File: src/rtl/multiplier_if.sv
// Operand/result bundle for the shift-add multiplier.
// MULTIPLIER_HI_EN adds the produtoHi upper result word.
interface multiplier_if #(
  parameter int WIDTH = 32
) ();
  logic             start;
  logic [WIDTH-1:0] mult1;
  logic [WIDTH-1:0] mult2;
  logic             done;
  logic [WIDTH-1:0] produto;
`ifdef MULTIPLIER_HI_EN
  logic [WIDTH-1:0] produtoHi;

  modport master (
    output start, mult1, mult2,
    input  done, produto, produtoHi
  );
  modport slave (
    input  start, mult1, mult2,
    output done, produto, produtoHi
  );
`else
  modport master (
    output start, mult1, mult2,
    input  done, produto
  );
  modport slave (
    input  start, mult1, mult2,
    output done, produto
  );
`endif
endinterface

File: src/rtl/multiplier.sv
// Sequential shift-add unsigned multiplier, one bit per cycle.
// MULTIPLIER_HI_EN also returns the upper result word.
module multiplier #(
  parameter int WIDTH = 32
) (
  input  logic         clockMul,
  input  logic         resetMul,
  multiplier_if.slave  bus
);

  localparam int CW = $clog2(WIDTH) + 1;

  typedef enum logic [1:0] {
    IDLE,
    BUSY,
    DONE
  } state_t;

  state_t             state;
  state_t             nstate;
  logic [2*WIDTH-1:0] a;
  logic [2*WIDTH-1:0] acc;
  logic [2*WIDTH-1:0] acc_add;
  logic [WIDTH-1:0]   b;
  logic [CW-1:0]      cnt;
  logic               load;
  logic               last;
  logic               done_q;
  logic [WIDTH-1:0]   lo_q;
`ifdef MULTIPLIER_HI_EN
  logic [WIDTH-1:0]   hi_q;
`endif

  assign acc_add = acc + (b[0] ? a : '0);

  // Next state: accept start when idle/done, finish after WIDTH steps
  always_comb begin
    nstate = state;
    load   = 1'b0;
    last   = 1'b0;
    case (state)
      IDLE, DONE: begin
        if (bus.start) begin
          load   = 1'b1;
          nstate = BUSY;
        end
      end
      BUSY: begin
        if (cnt == CW'(WIDTH - 1)) begin
          last   = 1'b1;
          nstate = DONE;
        end
      end
      default: nstate = IDLE;
    endcase
  end

  // State register
  always_ff @(posedge clockMul) begin
    if (resetMul) state <= IDLE;
    else          state <= nstate;
  end

  // Datapath: operand load, shift-add steps, result capture
  always_ff @(posedge clockMul) begin
    if (resetMul) begin
      a      <= '0;
      b      <= '0;
      acc    <= '0;
      cnt    <= '0;
      done_q <= 1'b0;
      lo_q   <= '0;
`ifdef MULTIPLIER_HI_EN
      hi_q   <= '0;
`endif
    end else if (load) begin
      a      <= {{WIDTH{1'b0}}, bus.mult1};
      b      <= bus.mult2;
      acc    <= '0;
      cnt    <= '0;
      done_q <= 1'b0;
    end else if (state == BUSY) begin
      acc <= acc_add;
      a   <= a << 1;
      b   <= b >> 1;
      cnt <= cnt + CW'(1);
      if (last) begin
        done_q <= 1'b1;
        lo_q   <= acc_add[WIDTH-1:0];
`ifdef MULTIPLIER_HI_EN
        hi_q   <= acc_add[2*WIDTH-1:WIDTH];
`endif
      end
    end
  end

  assign bus.done    = done_q;
  assign bus.produto = lo_q;
`ifdef MULTIPLIER_HI_EN
  assign bus.produtoHi = hi_q;
`endif

endmodule

File: src/flat_wrapper.sv
// flat-port wrapper written by rule: the top's interface ports become plain ports
module multiplier_flat 
#(
  parameter int WIDTH = 32
)
  (clockMul, resetMul, bus_start, bus_mult1, bus_mult2, bus_done, bus_produto);
  multiplier_if #(.WIDTH(WIDTH)) bus_i ();
  input  logic clockMul;
  input  logic resetMul;
  input wire logic [$bits(bus_i.start)-1:0] bus_start;
  input wire logic [$bits(bus_i.mult1)-1:0] bus_mult1;
  input wire logic [$bits(bus_i.mult2)-1:0] bus_mult2;
  output wire logic [$bits(bus_i.done)-1:0] bus_done;
  output wire logic [$bits(bus_i.produto)-1:0] bus_produto;
  assign bus_i.start = bus_start;
  assign bus_i.mult1 = bus_mult1;
  assign bus_i.mult2 = bus_mult2;
  assign bus_done = bus_i.done;
  assign bus_produto = bus_i.produto;
  multiplier #(.WIDTH(WIDTH)) u_core (.clockMul(clockMul), .resetMul(resetMul), .bus(bus_i));
endmodule
File: config.mk
export PLATFORM = sky130hd
export DESIGN_NAME = multiplier_flat
export DESIGN_NICKNAME = d
export VERILOG_FILES = /design/src/rtl/multiplier_if.sv /design/src/rtl/multiplier.sv /design/src/flat_wrapper.sv
export SDC_FILE = /design/constraint.sdc
export NUM_CORES = 1
export LEC_CHECK = 0
export BUFFER_PORTS_ARGS = -buffer_cell sky130_fd_sc_hd__buf_2
export CORE_ASPECT_RATIO = 1.2
export CORE_MARGIN = 5
export CORE_UTILIZATION = 58
export CTS_CLUSTER_DIAMETER = 60
export DETAILED_ROUTE_END_ITERATION = 8
export GPL_TIMING_DRIVEN = 0
export PLACE_DENSITY_LB_ADDON = 0.08
export SLEW_MARGIN = 20
export SYNTH_ARGS = -nofsm -noshare
export SYNTH_HDL_FRONTEND = slang
export SYNTH_SLANG_ARGS = --single-unit
File: constraint.sdc
create_clock -name clockMul -period 3.7 [get_ports clockMul]
set_input_delay 0.555 -clock clockMul [delete_from_list [all_inputs] [get_ports clockMul]]
set_output_delay 0.555 -clock clockMul [all_outputs]
set_load 0.05 [all_outputs]
==> flow_summary.yaml, run 1 <==
synthesis:
  synth_seq_cells: 137
  synth_area_um2: 7340
  synth_nets: 1050
  synth-edff-count: 0
  syn_inst: 950
  synthFlopType: "dfxtp_1"
  yosysSeqAreaShare: 0.374
  yosysWarnings: 0
  synth.avg_cell_area_um2: 7.72
  async_reset_ff_frac: 0
  yosys.cell_types.count: 62
sta:
  fin_tns_setup_ns: 0
  fmax_mhz: 288
  final-setup-viol-count: 0
  rsz0062_at_grt: "false"
  finClkSkew_ns: 0.0101
  hold_viol_final: 0
  tightest_slew_ns: 0.719
  maxSlewViolCount: 0
  min_period_over_period: 0.937
  final.min_clock_period_ns: 3.47
  maxSlewHeadroom: 0.521
power:
  switching_share: 0.243
  power.leakage_nw: 3.56
  switching_power_uw: 909
  comb_power_share: 0.095
  powerDensity_nw_per_um2: 432
  clock_power_share: 0.482
  seq_power_share: 0.423
  peakVddDrop_v: 0.000305
  internal-power_mw: 2.83
status:
  status: "finished, final reports clean"
critical_path:
  path_class: "reg2reg"
  r2r.worst_path.cells: 12
  endpoint_kind: "flop"
  required_ns: 4.04
  arrival_ns: 3.81
  worst-path-max-fanout: 10
  startpoint_type: "flop"
route:
  drt-initial-drc-count: 545
  wl_per_cell_um: 17.3
  drc: 0
  ant_nets: 0
  wl_mm: 21.5
  vias: 7315
  drt_pass1_iterations: 5
  avgViaCountPerCell: 5.88
clock_network:
  cts.sinks: 137
  post_cts_buffers: 0
  root_buffer: "clkbuf_16"
  cts_buffers: 17
  clk_path_buf_depth: 2
  clkLatencyLatePin_ns: 0.43
  htreeDepth: 4
  clk_pin_slew_ns: 0.06
  cts_tree: "yes"
global_route:
  grt_pass1_vias: 7038
  grt_use_total: 0.283
  grt_pass1_wl_mm: 34.1
  antenna_found_initial: 0
  grt_max_degree: 17
  overflow: 0
worst_hold_path:
  min_delay_path_depth: 3
  hp-class: "in2reg"
finish:
  postLayoutCoreUtil: 0.690
  drive_gt1_frac: 0.139
  insertedDiodeCount: 0
  area_growth_pct: 18.0
  layout_common_cells: "227 x nand2_1, 137 x dfxtp_1, 109 x a21oi_1, 101 x buf_2, 74 x nor2_1"
  layout_commonest_cell: "nand2_1"
  fill_cells: 1062
  fin_nets: 1167
  multi_input_area_um2: 4240
  regArea_um2: 2740
place:
  place_congestion: 0.996
  hpwlAfterDp_mm: 16.1
  io_buffers: 98
floorplan:
  die_w_um: 113
  initial_core_util: 0.584
  die-area_um2: 15000
  num_rows: 45
  die_h_um: 133
  coreArea_um2: 12600
  ios: 100
job:
  cap_viol_max_count: 0
-- cell usage after synthesis (12+ instances only) --
cell type / n / area [um2]
a22oi_1: 27 / 203
clkbuf_1: 50 / 188
o21ai_0: 16 / 80.1
a21oi_1: 109 / 546
a21o_1: 15 / 113
nand4_1: 13 / 81.3
dfxtp_1: 137 / 2740
nand3_1: 19 / 95.1
and2_1: 32 / 200
nor2_1: 74 / 278
nor3_1: 13 / 65.1
nand2_1: 227 / 852
ha_1: 32 / 400
xnor2_1: 20 / 175
inv_1: 12 / 45.0
a311oi_1: 38 / 333
-- cell families after synthesis --
kind of cell	share of synthesized area
muxes	0.00409
DFF	0.374
xor gates and xnor gates	0.0377
AOI/OAI and AO/OA	0.233
adders and majority gates	0.0573
and+or+nand+nor	0.245
buffers and inverters	0.0489
-- routing by layer --
metal	vias up	track usage	routed length (um)
met1	3394	0.310	8370
li1	3587	-	-
met3	72	0.0509	1140
met2	262	0.497	10800
met4	0	0.183	1270
met5	-	0	0
-- power by group through the flow --
| stage | registers, mW | clock network, mW | logic [mW] |
|---|---|---|---|
| floorplan | 1.60 | 0 | 0.229 |
| global placement | 1.61 | 0 | 0.345 |
| detailed placement | 1.61 | 0 | 0.350 |
| CTS | 1.58 | 1.80 | 0.353 |
| global route | 1.59 | 1.87 | 0.390 |
| finish | 1.58 | 1.80 | 0.355 |
-- cell type report --
type | instances | area share
multi-input combinational | 731 | 0.490
sequential | 137 | 0.317
timing repair buffer | 98 | 0.0566
clock buffer | 23 | 0.0552
buffer | 70 | 0.0363
tap | 164 | 0.0237
clock inverter | 8 | 0.0165
inverter | 12 | 0.00520
-- path summary, 6_finish.rpt --
check	start	slack [ns]	to
setup / recovery	u_core.b[0]$_SDFFE_PP0P_	0.23	u_core.bus.produto[30]$_SDFFE_PP0P_
hold / removal	bus_mult2[31]	0.38	u_core.b[31]$_SDFFE_PP0P_
setup reg to reg	u_core.b[0]$_SDFFE_PP0P_	0.23	u_core.bus.produto[30]$_SDFFE_PP0P_
hold reg to reg	u_core.bus.produto[23]$_SDFFE_PP0P_	0.45	u_core.bus.produto[23]$_SDFFE_PP0P_
-- stage by stage --
step / worst slack (ns) / hold slack (ns) / cell area (um2) / power [mW] / std cells
floorplan: 0.842 / 0.436 / 7340 / 1.83 / 950
global placement: 0.268 / 0.441 / 8030 / 1.96 / 1212
detailed placement: 0.277 / 0.445 / 8030 / 1.96 / 1212
CTS: 0.242 / 0.380 / 8650 / 3.74 / 1243
global route: 0.0242 / 0.412 / 8660 / 3.85 / 1243
finish: 0.233 / 0.376 / 8660 / 3.74 / 1243
-- registers in the layout, summed over array words and instances (netlist names) --
signal and flops:
u_core.acc 32, u_core.cnt 6, u_core.bus.produto 32, u_core.a 32, u_core.state 2, u_core.b 32, u_core.bus.done 1
-- critical path, cell delays in order, from the launching register on --
cell      delay (ns)
dfxtp_1         0.38
clkbuf_1        0.23
and2_1          0.19
ha_1            0.21
fa_1            0.42
a21o_1          0.23
a311o_1         0.38
nand2_1         0.18
a211oi_2        0.10
o31ai_1         0.43
o31a_1          0.26
xnor2_1         0.13
a211oi_1        0.24
-- timing repair --
item                       in CTS  in global routing
gates resized for setup         0                  3
hold buffers                    0                  0
setup endpoints to repair       0                  3
hold endpoints to repair        0                  0
Note: power is estimated with default switching activity, not from simulation.
==> run 2, diff against run 1 <==
- PLACE_DENSITY: unset -> 0.86
- PLACE_DENSITY_LB_ADDON: 0.08 -> unset
- SLEW_MARGIN: 20 -> unset
==> run 2 against run 1 <==
  * Combinational power barely moved
  * Total power fell by 2.8%
  * Fmax fell by 2.8%
  * Routed wire length barely moved
  * Die area did not move
  * Clock skew fell by 0.0032 ns
  * Hold slack improved by 0.023 ns
  * Largest power group unchanged
  * Highest routed layer unchanged
  * Core utilization fell by 0.20 points
  * Register-to-register slack got worse by 0.10 ns
  * Final cell count did not move
  * Sequential share of layout area rose by 0.092 points
  * Largest cell class unchanged
==> flow_summary.yaml, run 2 (synthesized netlist as in run 1, its figures left out) <==
sta:
  final-setup-viol-count: 0
  fin_tns_setup_ns: 0
  hold_viol_final: 0
  final.min_clock_period_ns: 3.57
  setup_slack_ns: 0.131
  finClkSkew_ns: 0.00688
  tightest_slew_ns: 0.744
  maxSlewHeadroom: 0.502
  min_period_over_period: 0.964
  maxSlewViolCount: 0
  fmax_mhz: 280
  rsz0062_at_grt: "false"
critical_path:
  crit_family: "compound AO/OA/AOI/OAI gates"
  startpoint_type: "flop"
  cp.buffers_inverters: 1
  endpoint_kind: "flop"
  worst-path-max-fanout: 10
  required_ns: 4.01
  cp_slowest_stage_delay_ns: 0.44
  path_class: "reg2reg"
  slowest_stage: "nor4_1"
  regToRegEndpoint: "u_core.acc[28]$_SDFFE_PP0P_"
  r2r.worst_path.cells: 12
  reg2reg_slack_ns: 0.13
  path_cells: "clkbuf_1, and2_1, ha_1, fa_1, a21o_1, a311o_1, nand2_1, o21ai_2, nor4_1, o41ai_1, xnor2_1, o21ai_1"
  arrival_ns: 3.88
  r2r_start: "u_core.b[0]$_SDFFE_PP0P_"
place:
  dp_cells: 1212
  place_congestion: 0.969
  io_buffers: 98
  hpwlAfterDp_mm: 16.1
  pre_cts_ws_ns: 0.197
status:
  status: "finished, final reports clean"
power:
  peakVddDrop_v: 0.000261
  powerDensity_nw_per_um2: 421
  power.leakage_nw: 3.54
floorplan:
  die-area_um2: 15000
  die_w_um: 113
  initial_core_util: 0.584
  die_h_um: 133
  num_rows: 45
  ios: 100
  coreArea_um2: 12600
finish:
  area_growth_pct: 17.7
  fin_nets: 1167
  layout_commonest_cell: "nand2_1"
  insertedDiodeCount: 0
  drive_gt1_frac: 0.142
  layout_common_cells: "227 x nand2_1, 137 x dfxtp_1, 109 x a21oi_1, 101 x buf_2, 74 x nor2_1"
  fill_cells: 1073
  fin_cells: 1243
global_route:
  antenna_found_initial: 0
  met3_usage: 0.0550
  grt_use_met1: 0.316
  globalRouteMet2Util: 0.491
  grt_pass1_vias: 7149
  top_usage_layer: "met2"
  overflow: 0
  grt_pass1_wl_mm: 34.1
  grt_max_degree: 17
  grt_use_total: 0.283
clock_network:
  post_cts_buffers: 0
  cts_tree: "yes"
  cts_buffers: 17
  cts.sinks: 137
  clk_pin_slew_ns: 0.06
  clk_path_buf_depth: 2
  root_buffer: "clkbuf_16"
  clkLatencyLatePin_ns: 0.43
  htreeDepth: 4
worst_hold_path:
  worst_hold_path.endpoint: "u_core.b[31]$_SDFFE_PP0P_"
  min_delay_path_depth: 3
  hp-class: "in2reg"
  worstHoldStart: "bus_mult2[31]"
route:
  drt-initial-drc-count: 542
  wl_mm: 21.5
  ant_nets: 0
  vias: 7334
  drt_pass1_iterations: 5
  drc: 0
  wl_per_cell_um: 17.3
  avgViaCountPerCell: 5.90
job:
  cap_viol_max_count: 0
-- run 2: report_power, final --
group / leakage (nW) / switching, mW / internal, mW
sequential: 1.12 / 0.0440 / 1.54
clock: 0.288 / 0.625 / 1.07
combinational: 2.13 / 0.234 / 0.120
-- run 2: metrics by stage --
stage | hold WS, ns | total power [mW] | util | area [um2]
global placement | 0.441 | 1.95 | 0.640 | 8030
floorplan | 0.436 | 1.83 | - | 7340
finish | 0.399 | 3.64 | 0.688 | 8640
detailed placement | 0.445 | 1.96 | 0.640 | 8030
global route | 0.410 | 3.75 | 0.688 | 8640
CTS | 0.383 | 3.64 | 0.687 | 8630
-- run 2: worst max path at each step --
| stage | cells past startpoint | start | to |
|---|---|---|---|
| 2_1_floorplan | 12 | u_core.b[0]$_SDFFE_PP0P_ | u_core.acc[28]$_SDFFE_PP0P_ |
| 3_3_place_gp | 12 | u_core.b[0]$_SDFFE_PP0P_ | u_core.acc[28]$_SDFFE_PP0P_ |
| 3_5_place_dp | 12 | u_core.b[0]$_SDFFE_PP0P_ | u_core.acc[28]$_SDFFE_PP0P_ |
| 4_1_cts | 12 | u_core.b[0]$_SDFFE_PP0P_ | u_core.acc[28]$_SDFFE_PP0P_ |
| 5_1_grt | 12 | u_core.b[0]$_SDFFE_PP0P_ | u_core.acc[28]$_SDFFE_PP0P_ |
| 6_report | 12 | u_core.b[0]$_SDFFE_PP0P_ | u_core.acc[28]$_SDFFE_PP0P_ |
-- run 2: per-layer routing --
metal	part of all wire	up-vias
met3	0.061	86
li1	-	3582
met2	0.49	293
met4	0.053	0
met5	0	-
met1	0.40	3373
-- run 2: area by class of cell --
type	instances	area, um2	area share
plain buffers	70	315	0.0365
multi-input cells	731	4250	0.492
flip-flops and latches	137	2740	0.318
well taps	164	205	0.0238
clock buffers	24	502	0.0581
repair buffers	98	490	0.0568
clock inverters	7	90.1	0.0104
inverters	12	45.0	0.00522
-- run 2: worst min-delay path, cell delays in order --
cell	delay [ns]
buf_2	0.08
a22oi_1	0.07
nor2_1	0.09
-- run 2: what timing repair did --
| action | in CTS | in global routing |
|---|---|---|
| hold buffers | 0 | 0 |
| setup endpoints to repair | 0 | 5 |
| hold endpoints to repair | 0 | 0 |
| resized for setup | 0 | 4 |
==> run 3, diff against run 2 <==
- CORE_UTILIZATION: 58 -> 40
- PLACE_DENSITY: 0.86 -> 0.65
==> run 3 against run 2 <==
  * Register-to-register slack gained 0.15 ns
  * Via count shrank 2.5%
  * Core utilization shrank 20 points
  * Final cell count grew 4.9%
  * Clock-buffer cell count shrank 4
  * Clock power grew 8%
  * Die area grew 41%
  * Non-clock buffer count is the same
==> flow_summary.yaml, run 3 (synthesized netlist as in run 1, its figures left out) <==
clock_network:
  cts_tree: "yes"
  cts_buffers: 17
  cts_hold_buf: 0
  cts_resized: 0
  clk_pin_slew_ns: 0.06
  root_buffer: "clkbuf_16"
  htreeDepth: 4
  post_cts_buffers: 0
  clkLatencyLatePin_ns: 0.43
  clk_path_buf_depth: 2
  cts.sinks: 137
sta:
  tightest_slew_ns: 0.718
  maxSlewViolCount: 0
  holdWs_ns: 0.388
  min_period_over_period: 0.924
  finClkSkew_ns: 0.0114
  maxSlewHeadroom: 0.521
  final-setup-viol-count: 0
  fin_tns_setup_ns: 0
  rsz0062_at_grt: "false"
  fmax_mhz: 292
  final.min_clock_period_ns: 3.42
  hold_viol_final: 0
power:
  powerDensity_nw_per_um2: 431
  peakVddDrop_v: 0.000285
  power.leakage_nw: 3.56
floorplan:
  ios: 100
  die_w_um: 134
  die_h_um: 158
  initial_core_util: 0.405
  die-area_um2: 21200
  coreArea_um2: 18100
  num_rows: 54
global_route:
  grt_pass1_vias: 7107
  grt_use_total: 0.210
  antenna_found_initial: 1
  overflow: 0
  grt_pass1_wl_mm: 35.4
  grt_max_degree: 17
finish:
  postLayoutCoreUtil: 0.484
  area_growth_pct: 19.3
  insertedDiodeCount: 0
  fin_nets: 1167
  layout_commonest_cell: "nand2_1"
  drive_gt1_frac: 0.143
  layout_common_cells: "227 x nand2_1, 137 x dfxtp_1, 109 x a21oi_1, 101 x buf_2, 74 x nor2_1"
route:
  drt_pass1_iterations: 5
  wl_mm: 21.9
  drt-initial-drc-count: 387
  avgViaCountPerCell: 5.48
  vias: 7152
  drc: 0
  ant_nets: 0
  wl_per_cell_um: 16.8
critical_path:
  worst-path-max-fanout: 10
  cp_slowest_stage_delay_ns: 0.42
  crit_family: "compound AO/OA/AOI/OAI gates"
  required_ns: 3.97
  slowest_stage: "fa_1"
  arrival_ns: 3.69
  cp.buffers_inverters: 1
  path_class: "reg2reg"
  endpoint_kind: "flop"
  path_cells: "clkbuf_1, and2_1, ha_1, fa_1, a21o_1, a311o_1, nand2_1, a211oi_2, o31ai_1, o31a_1, xnor2_1, a211oi_1"
  startpoint_type: "flop"
job:
  cap_viol_max_count: 0
status:
  status: "finished, final reports clean"
place:
  hpwlAfterDp_mm: 16.7
  place_congestion: 0.960
  io_buffers: 98
worst_hold_path:
  hp-class: "in2reg"
-- run 3: changes by cell type in the layout (fill, tap and decap cells not counted), moves of 2 or more --
| cell | previous run | this run |
|---|---|---|
| clkinv_2 | 3 | 0 |
| clkinv_4 | 0 | 3 |
| bufinv_16 | 2 | 4 |
| clkbuf_8 | 8 | 4 |
| inv_6 | 0 | 2 |
-- run 3: through the flow --
stage / power [mW] / instances / worst slack [ns] / area, um2
3_5_place_dp: 1.96 / 1272 / 0.300 / 8110
5_1_grt: 3.92 / 1304 / 0.0832 / 8760
3_3_place_gp: 1.96 / 1272 / 0.291 / 8110
4_1_cts: 3.81 / 1304 / 0.247 / 8750
2_1_floorplan: 1.83 / 950 / 0.842 / 7340
6_report: 3.77 / 1304 / 0.281 / 8760
-- run 3: worst min-delay path: cells and delay by family --
family,cells,cell delay (ns)
AO/OA/AOI/OAI,1,0.06
buffers and inverters,1,0.08
AND/OR/NAND/NOR,1,0.08
-- run 3: power breakdown --
part | internal [mW] | total, mW | switching, mW
clock | 1.16 | 1.84 | 0.684
sequential | 1.54 | 1.58 | 0.0417
combinational | 0.120 | 0.352 | 0.232
total | 2.82 | 3.77 | 0.958
-- run 3: worst paths after layout --
path | from | end | slack (ns) | cells past startpoint
min reg2reg | u_core.bus.produto[4]$_SDFFE_PP0P_ | u_core.bus.produto[4]$_SDFFE_PP0P_ | 0.45 | 2
min | bus_mult2[31] | u_core.b[31]$_SDFFE_PP0P_ | 0.39 | 3
max reg2reg | u_core.b[0]$_SDFFE_PP0P_ | u_core.bus.produto[30]$_SDFFE_PP0P_ | 0.28 | 12
max | u_core.b[0]$_SDFFE_PP0P_ | u_core.bus.produto[30]$_SDFFE_PP0P_ | 0.28 | 12
-- run 3: per-layer routing --
layer	vias up	track usage	share of wire	routed length [um]
li1	3586	-	-	-
met1	3318	0.234	0.40	8830
met2	197	0.381	0.51	11200
met3	49	0.0430	0.048	1050
met4	2	0.104	0.040	882
met5	-	0	0.00032	7
-- run 3: layout make-up --
| cell class | count | area, um2 |
|---|---|---|
| multi-input combinational | 731 | 4250 |
| fill | 1879 | 9350 |
| inverter | 12 | 45.0 |
| clock buffer | 20 | 447 |
| buffer | 70 | 315 |
| clock inverter | 12 | 190 |
| timing repair buffer | 98 | 490 |
| sequential | 137 | 2740 |
| tap | 224 | 280 |
